[src/rtl/mem_stage_ctrl_if.sv]
// Uop bundle types and the memory-stage handshake/bus interface.
// slave = controller side, master = pipeline/bus environment side.
package Uop;
    typedef logic [29:0] waddr_t;
    typedef logic [3:0] ex_t;

    localparam ex_t EX_NONE      = 4'd0;
    localparam ex_t EX_MEM_ALIGN = 4'd6;

    typedef enum logic [1:0] {
        SZ_B = 2'd0,
        SZ_H = 2'd1,
        SZ_W = 2'd2,
        SZ_X = 2'd3
    } size_t;

    typedef struct packed {
        ex_t         ex;
        logic        exValid;
        logic [4:0]  rd;
        logic [31:0] rdVal;
        logic        flagsValid;
        logic [3:0]  flags;
        logic        isLd;
        logic        isSt;
        size_t       size;
        logic        signExtend;
        logic [31:0] rs2Val;
    } execute_t;

    typedef struct packed {
        ex_t         ex;
        logic        exValid;
        logic [4:0]  rd;
        logic [31:0] rdVal;
        logic        flagsValid;
        logic [3:0]  flags;
        logic        memNack;
    } memory_t;
endpackage

interface mem_stage_ctrl_if;
    import Uop::*;

    logic        flush;
    logic        inValid;
    logic        inReady;
    execute_t    in;
    logic        outValid;
    logic        outReady;
    memory_t     out;
    logic        dbusReqValid;
    logic        dbusReqReady;
    waddr_t      dbusAddr;
    logic        dbusWe;
    logic [3:0]  dbusBe;
    logic [31:0] dbusWdata;
    logic        dbusRspValid;
    logic        dbusRspNack;
    logic [31:0] dbusRdata;

    modport slave (
        input  flush, inValid, in, outReady,
        input  dbusReqReady, dbusRspValid, dbusRspNack, dbusRdata,
        output inReady, outValid, out,
        output dbusReqValid, dbusAddr, dbusWe, dbusBe, dbusWdata
    );

    modport master (
        output flush, inValid, in, outReady,
        output dbusReqReady, dbusRspValid, dbusRspNack, dbusRdata,
        input  inReady, outValid, out,
        input  dbusReqValid, dbusAddr, dbusWe, dbusBe, dbusWdata
    );
endinterface

[src/rtl/mem_stage_ctrl.sv]
// Memory-stage sequencer: one data-bus access per uop, execute -> writeback.
// Define MEM_STAGE_NACK_RETRY_EN to re-issue nacked accesses up to MAX_RETRY times.
module mem_stage_ctrl
    import Uop::*;
#(
    parameter int MAX_RETRY = 3
) (
    input logic clk,
    input logic rst,
    mem_stage_ctrl_if.slave bus
);
    typedef enum logic [1:0] {IDLE, REQ, WAIT, DRAIN} state_t;

    state_t      state;
    state_t      state_nxt;
    execute_t    held;
    memory_t     out_q;
    memory_t     out_direct;
    memory_t     out_mem;
    logic        out_valid;
    logic        accept;
    logic        is_mem;
    logic        misalign;
    logic        take_mem;
    logic        direct;
    logic        req_fire;
    logic        rsp_done;
    logic        retry_inc;
    logic        can_retry;
    logic [1:0]  off;
    logic [31:0] shifted;
    logic [31:0] load_val;
    waddr_t      req_addr;
    logic [3:0]  req_be;
    logic [31:0] req_wdata;
    logic        req_we;

    assign is_mem = (bus.in.isLd || bus.in.isSt) && !bus.in.exValid;

    always_comb begin
        misalign = 1'b1;
        unique case (bus.in.size)
            SZ_B: misalign = 1'b0;
            SZ_H: misalign = bus.in.rdVal[0];
            SZ_W: misalign = |bus.in.rdVal[1:0];
            SZ_X: misalign = 1'b1;
            default: misalign = 1'b1;
        endcase
    end

    assign bus.inReady = (state == IDLE) && (!out_valid || bus.outReady)
                         && !rst && !bus.flush;
    assign accept   = bus.inValid && bus.inReady;
    assign take_mem = accept && is_mem && !misalign;
    assign direct   = accept && !take_mem;

    assign bus.dbusReqValid = (state == REQ) && !bus.flush && !rst;
    assign req_fire = bus.dbusReqValid && bus.dbusReqReady;

`ifdef MEM_STAGE_NACK_RETRY_EN
    localparam logic [3:0] MAX_R = 4'(MAX_RETRY);
    logic [3:0] retry_cnt;

    assign can_retry = bus.dbusRspNack && (retry_cnt < MAX_R);

    always_ff @(posedge clk) begin
        if (rst || bus.flush) begin
            retry_cnt <= '0;
        end else if (retry_inc) begin
            retry_cnt <= retry_cnt + 4'd1;
        end else if (rsp_done) begin
            retry_cnt <= '0;
        end
    end
`else
    logic unused_cfg;
    assign unused_cfg = retry_inc ^ (MAX_RETRY > 0);
    assign can_retry = 1'b0;
`endif

    always_ff @(posedge clk) begin
        if (rst) begin
            state <= IDLE;
        end else begin
            state <= state_nxt;
        end
    end

    always_comb begin
        state_nxt = state;
        rsp_done  = 1'b0;
        retry_inc = 1'b0;
        unique case (state)
            IDLE: begin
                if (take_mem) state_nxt = REQ;
            end
            REQ: begin
                if (bus.flush) state_nxt = IDLE;
                else if (req_fire) state_nxt = WAIT;
            end
            WAIT: begin
                // a response landing with the flush is the one to discard
                if (bus.flush) begin
                    state_nxt = bus.dbusRspValid ? IDLE : DRAIN;
                end else if (bus.dbusRspValid) begin
                    if (can_retry) begin
                        retry_inc = 1'b1;
                        state_nxt = REQ;
                    end else begin
                        rsp_done  = 1'b1;
                        state_nxt = IDLE;
                    end
                end
            end
            DRAIN: begin
                if (bus.dbusRspValid) state_nxt = IDLE;
            end
            default: state_nxt = IDLE;
        endcase
    end

    always_ff @(posedge clk) begin
        if (rst) begin
            held <= '0;
        end else if (take_mem) begin
            held <= bus.in;
        end
    end

    always_comb begin
        req_addr  = '0;
        req_be    = '0;
        req_wdata = '0;
        req_we    = 1'b0;
        if (state == REQ) begin
            req_addr = held.rdVal[31:2];
            req_we   = held.isSt && !held.isLd;
            unique case (held.size)
                SZ_B: begin
                    req_be    = 4'b0001 << held.rdVal[1:0];
                    req_wdata = {4{held.rs2Val[7:0]}};
                end
                SZ_H: begin
                    req_be    = held.rdVal[1] ? 4'b1100 : 4'b0011;
                    req_wdata = {2{held.rs2Val[15:0]}};
                end
                default: begin
                    req_be    = 4'b1111;
                    req_wdata = held.rs2Val;
                end
            endcase
        end
    end

    assign bus.dbusAddr  = req_addr;
    assign bus.dbusBe    = req_be;
    assign bus.dbusWdata = req_wdata;
    assign bus.dbusWe    = req_we;

    assign off     = held.rdVal[1:0];
    assign shifted = bus.dbusRdata >> {off, 3'b000};

    always_comb begin
        load_val = shifted;
        unique case (held.size)
            SZ_B: load_val = held.signExtend
                           ? {{24{shifted[7]}}, shifted[7:0]}
                           : {24'b0, shifted[7:0]};
            SZ_H: load_val = held.signExtend
                           ? {{16{shifted[15]}}, shifted[15:0]}
                           : {16'b0, shifted[15:0]};
            default: load_val = shifted;
        endcase
    end

    always_comb begin
        out_direct            = '0;
        out_direct.ex         = bus.in.ex;
        out_direct.exValid    = bus.in.exValid;
        out_direct.rd         = bus.in.rd;
        out_direct.rdVal      = bus.in.rdVal;
        out_direct.flagsValid = bus.in.flagsValid;
        out_direct.flags      = bus.in.flags;
        out_direct.memNack    = 1'b0;
        // a memory uop only reaches the direct path when misaligned
        if (is_mem) begin
            out_direct.exValid = 1'b1;
            out_direct.ex      = EX_MEM_ALIGN;
        end
    end

    always_comb begin
        out_mem            = '0;
        out_mem.ex         = held.ex;
        out_mem.exValid    = held.exValid;
        out_mem.rd         = held.rd;
        out_mem.rdVal      = held.isLd ? load_val : held.rdVal;
        out_mem.flagsValid = held.flagsValid;
        out_mem.flags      = held.flags;
        out_mem.memNack    = bus.dbusRspNack;
    end

    always_ff @(posedge clk) begin
        if (rst) begin
            out_valid <= 1'b0;
            out_q     <= '0;
        end else if (bus.flush) begin
            out_valid <= 1'b0;
        end else if (direct) begin
            out_valid <= 1'b1;
            out_q     <= out_direct;
        end else if (rsp_done) begin
            out_valid <= 1'b1;
            out_q     <= out_mem;
        end else if (out_valid && bus.outReady) begin
            out_valid <= 1'b0;
        end
    end

    assign bus.outValid = out_valid;
    assign bus.out      = out_q;
endmodule
[src/flat_wrapper.sv]
// flat-port wrapper written by rule: the top's interface ports become plain ports
module mem_stage_ctrl_flat import Uop::*;
#(
    parameter int MAX_RETRY = 3
)
  (clk, rst, bus_flush, bus_inValid, bus_in, bus_outReady, bus_dbusReqReady, bus_dbusRspValid, bus_dbusRspNack, bus_dbusRdata, bus_inReady, bus_outValid, bus_out, bus_dbusReqValid, bus_dbusAddr, bus_dbusWe, bus_dbusBe, bus_dbusWdata);
  mem_stage_ctrl_if bus_i ();
  input logic clk;
  input logic rst;
  input wire logic [$bits(bus_i.flush)-1:0] bus_flush;
  input wire logic [$bits(bus_i.inValid)-1:0] bus_inValid;
  input wire logic [$bits(bus_i.in)-1:0] bus_in;
  input wire logic [$bits(bus_i.outReady)-1:0] bus_outReady;
  input wire logic [$bits(bus_i.dbusReqReady)-1:0] bus_dbusReqReady;
  input wire logic [$bits(bus_i.dbusRspValid)-1:0] bus_dbusRspValid;
  input wire logic [$bits(bus_i.dbusRspNack)-1:0] bus_dbusRspNack;
  input wire logic [$bits(bus_i.dbusRdata)-1:0] bus_dbusRdata;
  output wire logic [$bits(bus_i.inReady)-1:0] bus_inReady;
  output wire logic [$bits(bus_i.outValid)-1:0] bus_outValid;
  output wire logic [$bits(bus_i.out)-1:0] bus_out;
  output wire logic [$bits(bus_i.dbusReqValid)-1:0] bus_dbusReqValid;
  output wire logic [$bits(bus_i.dbusAddr)-1:0] bus_dbusAddr;
  output wire logic [$bits(bus_i.dbusWe)-1:0] bus_dbusWe;
  output wire logic [$bits(bus_i.dbusBe)-1:0] bus_dbusBe;
  output wire logic [$bits(bus_i.dbusWdata)-1:0] bus_dbusWdata;
  assign bus_i.flush = bus_flush;
  assign bus_i.inValid = bus_inValid;
  assign bus_i.in = bus_in;
  assign bus_i.outReady = bus_outReady;
  assign bus_i.dbusReqReady = bus_dbusReqReady;
  assign bus_i.dbusRspValid = bus_dbusRspValid;
  assign bus_i.dbusRspNack = bus_dbusRspNack;
  assign bus_i.dbusRdata = bus_dbusRdata;
  assign bus_inReady = bus_i.inReady;
  assign bus_outValid = bus_i.outValid;
  assign bus_out = bus_i.out;
  assign bus_dbusReqValid = bus_i.dbusReqValid;
  assign bus_dbusAddr = bus_i.dbusAddr;
  assign bus_dbusWe = bus_i.dbusWe;
  assign bus_dbusBe = bus_i.dbusBe;
  assign bus_dbusWdata = bus_i.dbusWdata;
  mem_stage_ctrl #(.MAX_RETRY(MAX_RETRY)) u_core (.clk(clk), .rst(rst), .bus(bus_i));
endmodule
[config.mk]
export PLATFORM = sky130hd
export DESIGN_NAME = mem_stage_ctrl_flat
export DESIGN_NICKNAME = d
export VERILOG_FILES = /design/src/rtl/mem_stage_ctrl_if.sv /design/src/rtl/mem_stage_ctrl.sv /design/src/flat_wrapper.sv
export SDC_FILE = /design/constraint.sdc
export NUM_CORES = 1
export LEC_CHECK = 0
export CAP_MARGIN = 20
export CORE_MARGIN = 3
export CORE_UTILIZATION = 47
export CTS_BUF_LIST = sky130_fd_sc_hd__clkbuf_4 sky130_fd_sc_hd__clkbuf_8
export DETAILED_ROUTE_END_ITERATION = 8
export PLACE_DENSITY = 0.94
export SYNTH_ARGS = -nofsm -noshare
export SYNTH_HDL_FRONTEND = slang
export SYNTH_SLANG_ARGS = --single-unit
[constraint.sdc]
create_clock -name clk -period 2.61 [get_ports clk]
set_clock_uncertainty 0.15 [all_clocks]
set_input_delay 0.522 -clock clk [delete_from_list [all_inputs] [get_ports clk]]
set_output_delay 0.522 -clock clk [all_outputs]
set_load 0.05 [all_outputs]
* Yosys cells after proc, flatten, opt, wreduce, memory -nomap -nowiden *
Cells that the tools add are included.

storage, ports and cells
  flip-flop bits (word level) = 135
  bits of input ports = 124
  output and inout port bits = 118
  word-level logic and storage cells = 91

operators by class
  eq/ne operators = 9
  shifts and indexed selects = 2
  muxes and demuxes = 28
  bitwise operators = 1
  reduce and logical (&&, ||, !) cells = 31

operators with widths
  operator                                               number
  two-way mux 32 bit                                     4
  case mux 32 bit (2 select lines)                       2
  two-way mux 48 bit                                     2
  >> shifter 32 x 5 -> 32 bit                            1
  two-way mux 30 bit                                     1
  logical AND 1 bit                                      13
  two-way mux 2 bit                                      6
  equality test 2 bit, second input constant             4
  two-way mux 4 bit                                      2
  case mux 2 bit (4 select lines)                        1
  case mux 4 bit (2 select lines)                        1
  logical NOT 1 bit                                      7
  two-way mux 1 bit                                      7
  equality test 2 x 1 -> 1 bit, second input constant    3
  logical NOT 2 bit                                      3
  two-way mux 5 bit                                      1
  case mux 1 bit (4 select lines)                        1
  AND reduction 2 bit                                    2
  OR reduction 2 bit                                     2
  left shift 1 x 2 -> 4 bit, first input constant        1
  inequality test 3 x 2 -> 1 bit, second input constant  1
  nonzero test 3 bit                                     1
  logical OR 1 bit                                       2
  inequality test 2 x 1 -> 1 bit, second input constant  1
  2 further kinds                                        2

* Longest topological paths before layout *
  depth after elaboration = 12
  mapped depth = 8
  mapped depth without buffers = 5

* Worst setup path before layout *
OpenSTA, ideal clock, no wires.

  path type = input to output
  start = input port rst
  end = output port bus_dbusReqValid
  data arrival time = 1.966 ns
  required time = 1.938 ns
  slack = -0.028 ns
  stages = 3
  path buffers = 2
  cell sequence = buf_2 clkbuf_1 nor3_1

on the way
  longest elaborated chain between the ends = 2

RTL lines
  item               line                  source
  from (decl)        flat_wrapper.sv:9     input logic rst;
  logical NOT 1 bit  mem_stage_ctrl.sv:57  assign bus.dbusReqValid = (state == REQ) && !bus.flush && !rst;
  logical AND 1 bit  mem_stage_ctrl.sv:57
  to (decl)          flat_wrapper.sv:21    output wire logic [$bits(bus_i.dbusReqValid)-1:0] bus_dbusReqValid;

Every way passes these cells.

* Worst setup path in the final report *
  start = register u_core.state[1]
  end = output port bus_dbusBe[1]

on the way
  longest elaborated chain between the ends = 2

RTL lines
  item                          line                   source
  from (decl)                   mem_stage_ctrl.sv:14   state_t state;
  from (signal assigned)        mem_stage_ctrl.sv:85   state <= state_nxt;
  equality test 2 x 1 -> 1 bit  mem_stage_ctrl.sv:135  if (state == REQ) begin
  two-way mux 4 bit             mem_stage_ctrl.sv:135
  to (decl)                     flat_wrapper.sv:24     output wire logic [$bits(bus_i.dbusBe)-1:0] bus_dbusBe;

Every way passes these cells.

==> impl_metrics.env <==
export IMPL_fp_dieArea_um2=15800
export IMPL_routedWlPerCell_um=19.6
export IMPL_dpl_hpwl_mm=18.4
export IMPL_worst_path_largest_cell_delay_ns=0.47
export IMPL_yosys_warnings=0
export IMPL_drtPass1Iterations=7
export IMPL_vdd_ir_drop_worst_uv=300
export IMPL_track_usage=0.312
export IMPL_antenna_cells=0
export IMPL_mostFrequentLayoutCells="sky130_fd_sc_hd__nand2_1 (225), sky130_fd_sc_hd__clkdlybuf4s50_1 (171), sky130_fd_sc_hd__a21oi_1 (136), sky130_fd_sc_hd__dfxtp_1 (133), sky130_fd_sc_hd__nor2_1 (75)"
export IMPL_wire_length_of_the_first_global_routing_pass_mm=39.6
export IMPL_fp_row_count=43
export IMPL_leakage_nw=3.66
export IMPL_drt_iter0_markers=1075
export IMPL_cts_reportedPaths_clkPinSlew_ns=0.07
export IMPL_layout_cells_most_common="sky130_fd_sc_hd__nand2_1"
export IMPL_worst_endpoint_arrival_ns=1.85
export IMPL_cts_root_buf="sky130_fd_sc_hd__clkbuf_8"
export IMPL_pin_count_of_the_biggest_net_entering_global_routing=57
export IMPL_initial_utilization=0.483
export IMPL_syn_num_nets=1013
export IMPL_setup_slack_ns=0.0878
export IMPL_hp_class="flip-flop to flip-flop"
export IMPL_synth_avg_cell_area_um2=7.58
export IMPL_syn_to_final_growth_pct=55.6
export IMPL_ys_flop_type="sky130_fd_sc_hd__dfxtp_1"
export IMPL_ant_nets=0
export IMPL_core_area_um2=13900
export IMPL_number_of_sinks_on_the_clock_net=135
export IMPL_ctsHoldBuffers=0
export IMPL_vias_per_cell=6.03
export IMPL_yosys_register_bits=135
export IMPL_grt_overflow=0
export IMPL_place_port_buffers=241
export IMPL_critPathLaunchType="flip-flop"
export IMPL_grtUsageMet3=0.0920
export IMPL_cts_tree="built"
export IMPL_finalNetCount=1240
export IMPL_dieHeight_um=126
export IMPL_max_cap_violations=0
export IMPL_cp_data_required_time_ns=1.94
export IMPL_gp_congestion=0.903
export IMPL_vias=7867
export IMPL_postSynth_asyncResetShare=0
export IMPL_hold_worst_slack_ns=0.305
export IMPL_layout_drive_gt1_share=0.149
export IMPL_critical_path_slowest_cell="sky130_fd_sc_hd__dfxtp_1"
export IMPL_grt_pass1_vias=7438
export IMPL_cellPowerDensity_nw_per_um2=427
export IMPL_timing_critical_path_fanout_max=28
export IMPL_worstSkewPairLatency_ns=0.45
export IMPL_critical_path_cell_chain="nand2b_1, buf_4, nor2_1, buf_12"
export IMPL_yosys_cell_types_count=52
export IMPL_busiest_layer="met2"
export IMPL_max_clock_freq_mhz=396
export IMPL_fin_crit_sh=0.966
export IMPL_synth_seq_area_share=0.401
export IMPL_finalSetupViolCount=0
export IMPL_timing_hold_violations_final=0
export IMPL_worstSetupPathType="flip-flop to output pin"
export IMPL_aggregate_routed_wire_length_mm=25.6
export IMPL_p_total_mw=4.47
export IMPL_post_detailed_route_drc_marker_count=0
export IMPL_cts_root_to_sink_buffers=2
export IMPL_worst_pin_slew_ns=0.690
export IMPL_numCtsBuffers=17
export IMPL_max_slew_margin_rel=0.538
export IMPL_synth_edff_count=0
export IMPL_antenna_found_initial=1
export IMPL_synth_area_um2=6740
export IMPL_timing_max_transition_violations_final=0
export IMPL_grt_util_met2=0.505
export IMPL_chipWidth_um=126
export IMPL_outcome="finished, final reports clean"
export IMPL_tns_ns=0
export IMPL_post_synth_inst_count=889
export IMPL_floorplan_io_pins=242
export IMPL_dp_worst_setup_slack_ns=0.0372
export IMPL_critical_path_endpoint_type="output pin"
export IMPL_cts_htree_levels=4
export IMPL_gr_usage_met1=0.373
export IMPL_period_needed_ns=2.52
export IMPL_unrepaired_setup_endpoints_after_global_routing="false"
area by class of cell:
cell class / instances / area, µm²
clock buffers: 23 / 298
well taps: 180 / 225
flip-flops and latches: 135 / 2710
inverters: 4 / 15.0
multi-input cells: 673 / 3700
clock inverters: 5 / 50.0
repair buffers: 285 / 3480
fillers: 916 / 3450
through the flow:
stage	utilization	cell area, µm²	std cells
after floorplan	-	6740	889
after global placement	0.727	10100	1277
after detailed placement	0.727	10100	1277
after CTS	0.752	10500	1305
after global routing	0.752	10500	1305
final	0.752	10500	1305
synthesized netlist by cell type (all sizes together), types with 12 or more instances:
master  count  area [µm²]
nand2     227         852
a21oi     138         694
dfxtp     135        2700
nor2       77         297
clkbuf     43         161
and2       38         238
mux2i      35         350
buf        34         179
o21ai      23         119
o221ai     14         123
a311oi     13         114
o211ai     12        90.1
layer usage:
metal | up-vias | part of all wire
met5 | - | 0.00027
met3 | 126 | 0.12
met1 | 3672 | 0.36
li1 | 3539 | -
met4 | 2 | 0.054
met2 | 528 | 0.47
registers in the layout, summed over array words and instances (netlist names):
name / count
u_core.bus.outValid: 1
u_core.bus.out: 48
u_core.state: 2
u_core.held: 84
worst paths after layout:
check,start,end,slack (ns),cells after the start
setup reg to reg,u_core.held[43],u_core.bus.out[37],0.30,6
hold reg to reg,u_core.held[37],u_core.held[37],0.30,2
hold / removal,u_core.held[37],u_core.held[37],0.30,2
setup / recovery,u_core.state[1],bus_dbusBe[1],0.09,4
worst max-delay path, delay by kind of cell (launching register included):
| family | cells | cell delay (ns) |
|---|---|---|
| flops | 1 | 0.47 |
| buf+inv | 2 | 0.54 |
| simple gates | 2 | 0.38 |
logic make-up (layout without fill, tap and decap cells):
logic type | count (synthesis) | count (layout) | share of synthesized area
AOI/OAI and AO/OA | 260 | 260 | 0.247
buffers and inverters | 81 | 317 | 0.0528
DFF | 135 | 135 | 0.401
muxes | 43 | 43 | 0.0676
and+or+nand+nor | 370 | 370 | 0.231
where the power goes:
part | leakage [nW] | internal [mW] | switching, mW
Clock | 0.187 | 0.832 | 0.780
Sequential | 1.09 | 2.11 | 0.0377
Combinational | 2.38 | 0.330 | 0.383
timing repair:
item                                    CTS  global route
endpoints found under the setup margin   13             3
pin swaps                                 0             0
endpoints found under the hold margin     0             0
buffers inserted                          0             0
gates cloned                              0             0
resized for setup                         2             2
Note: power is estimated with default switching activity, not from simulation.
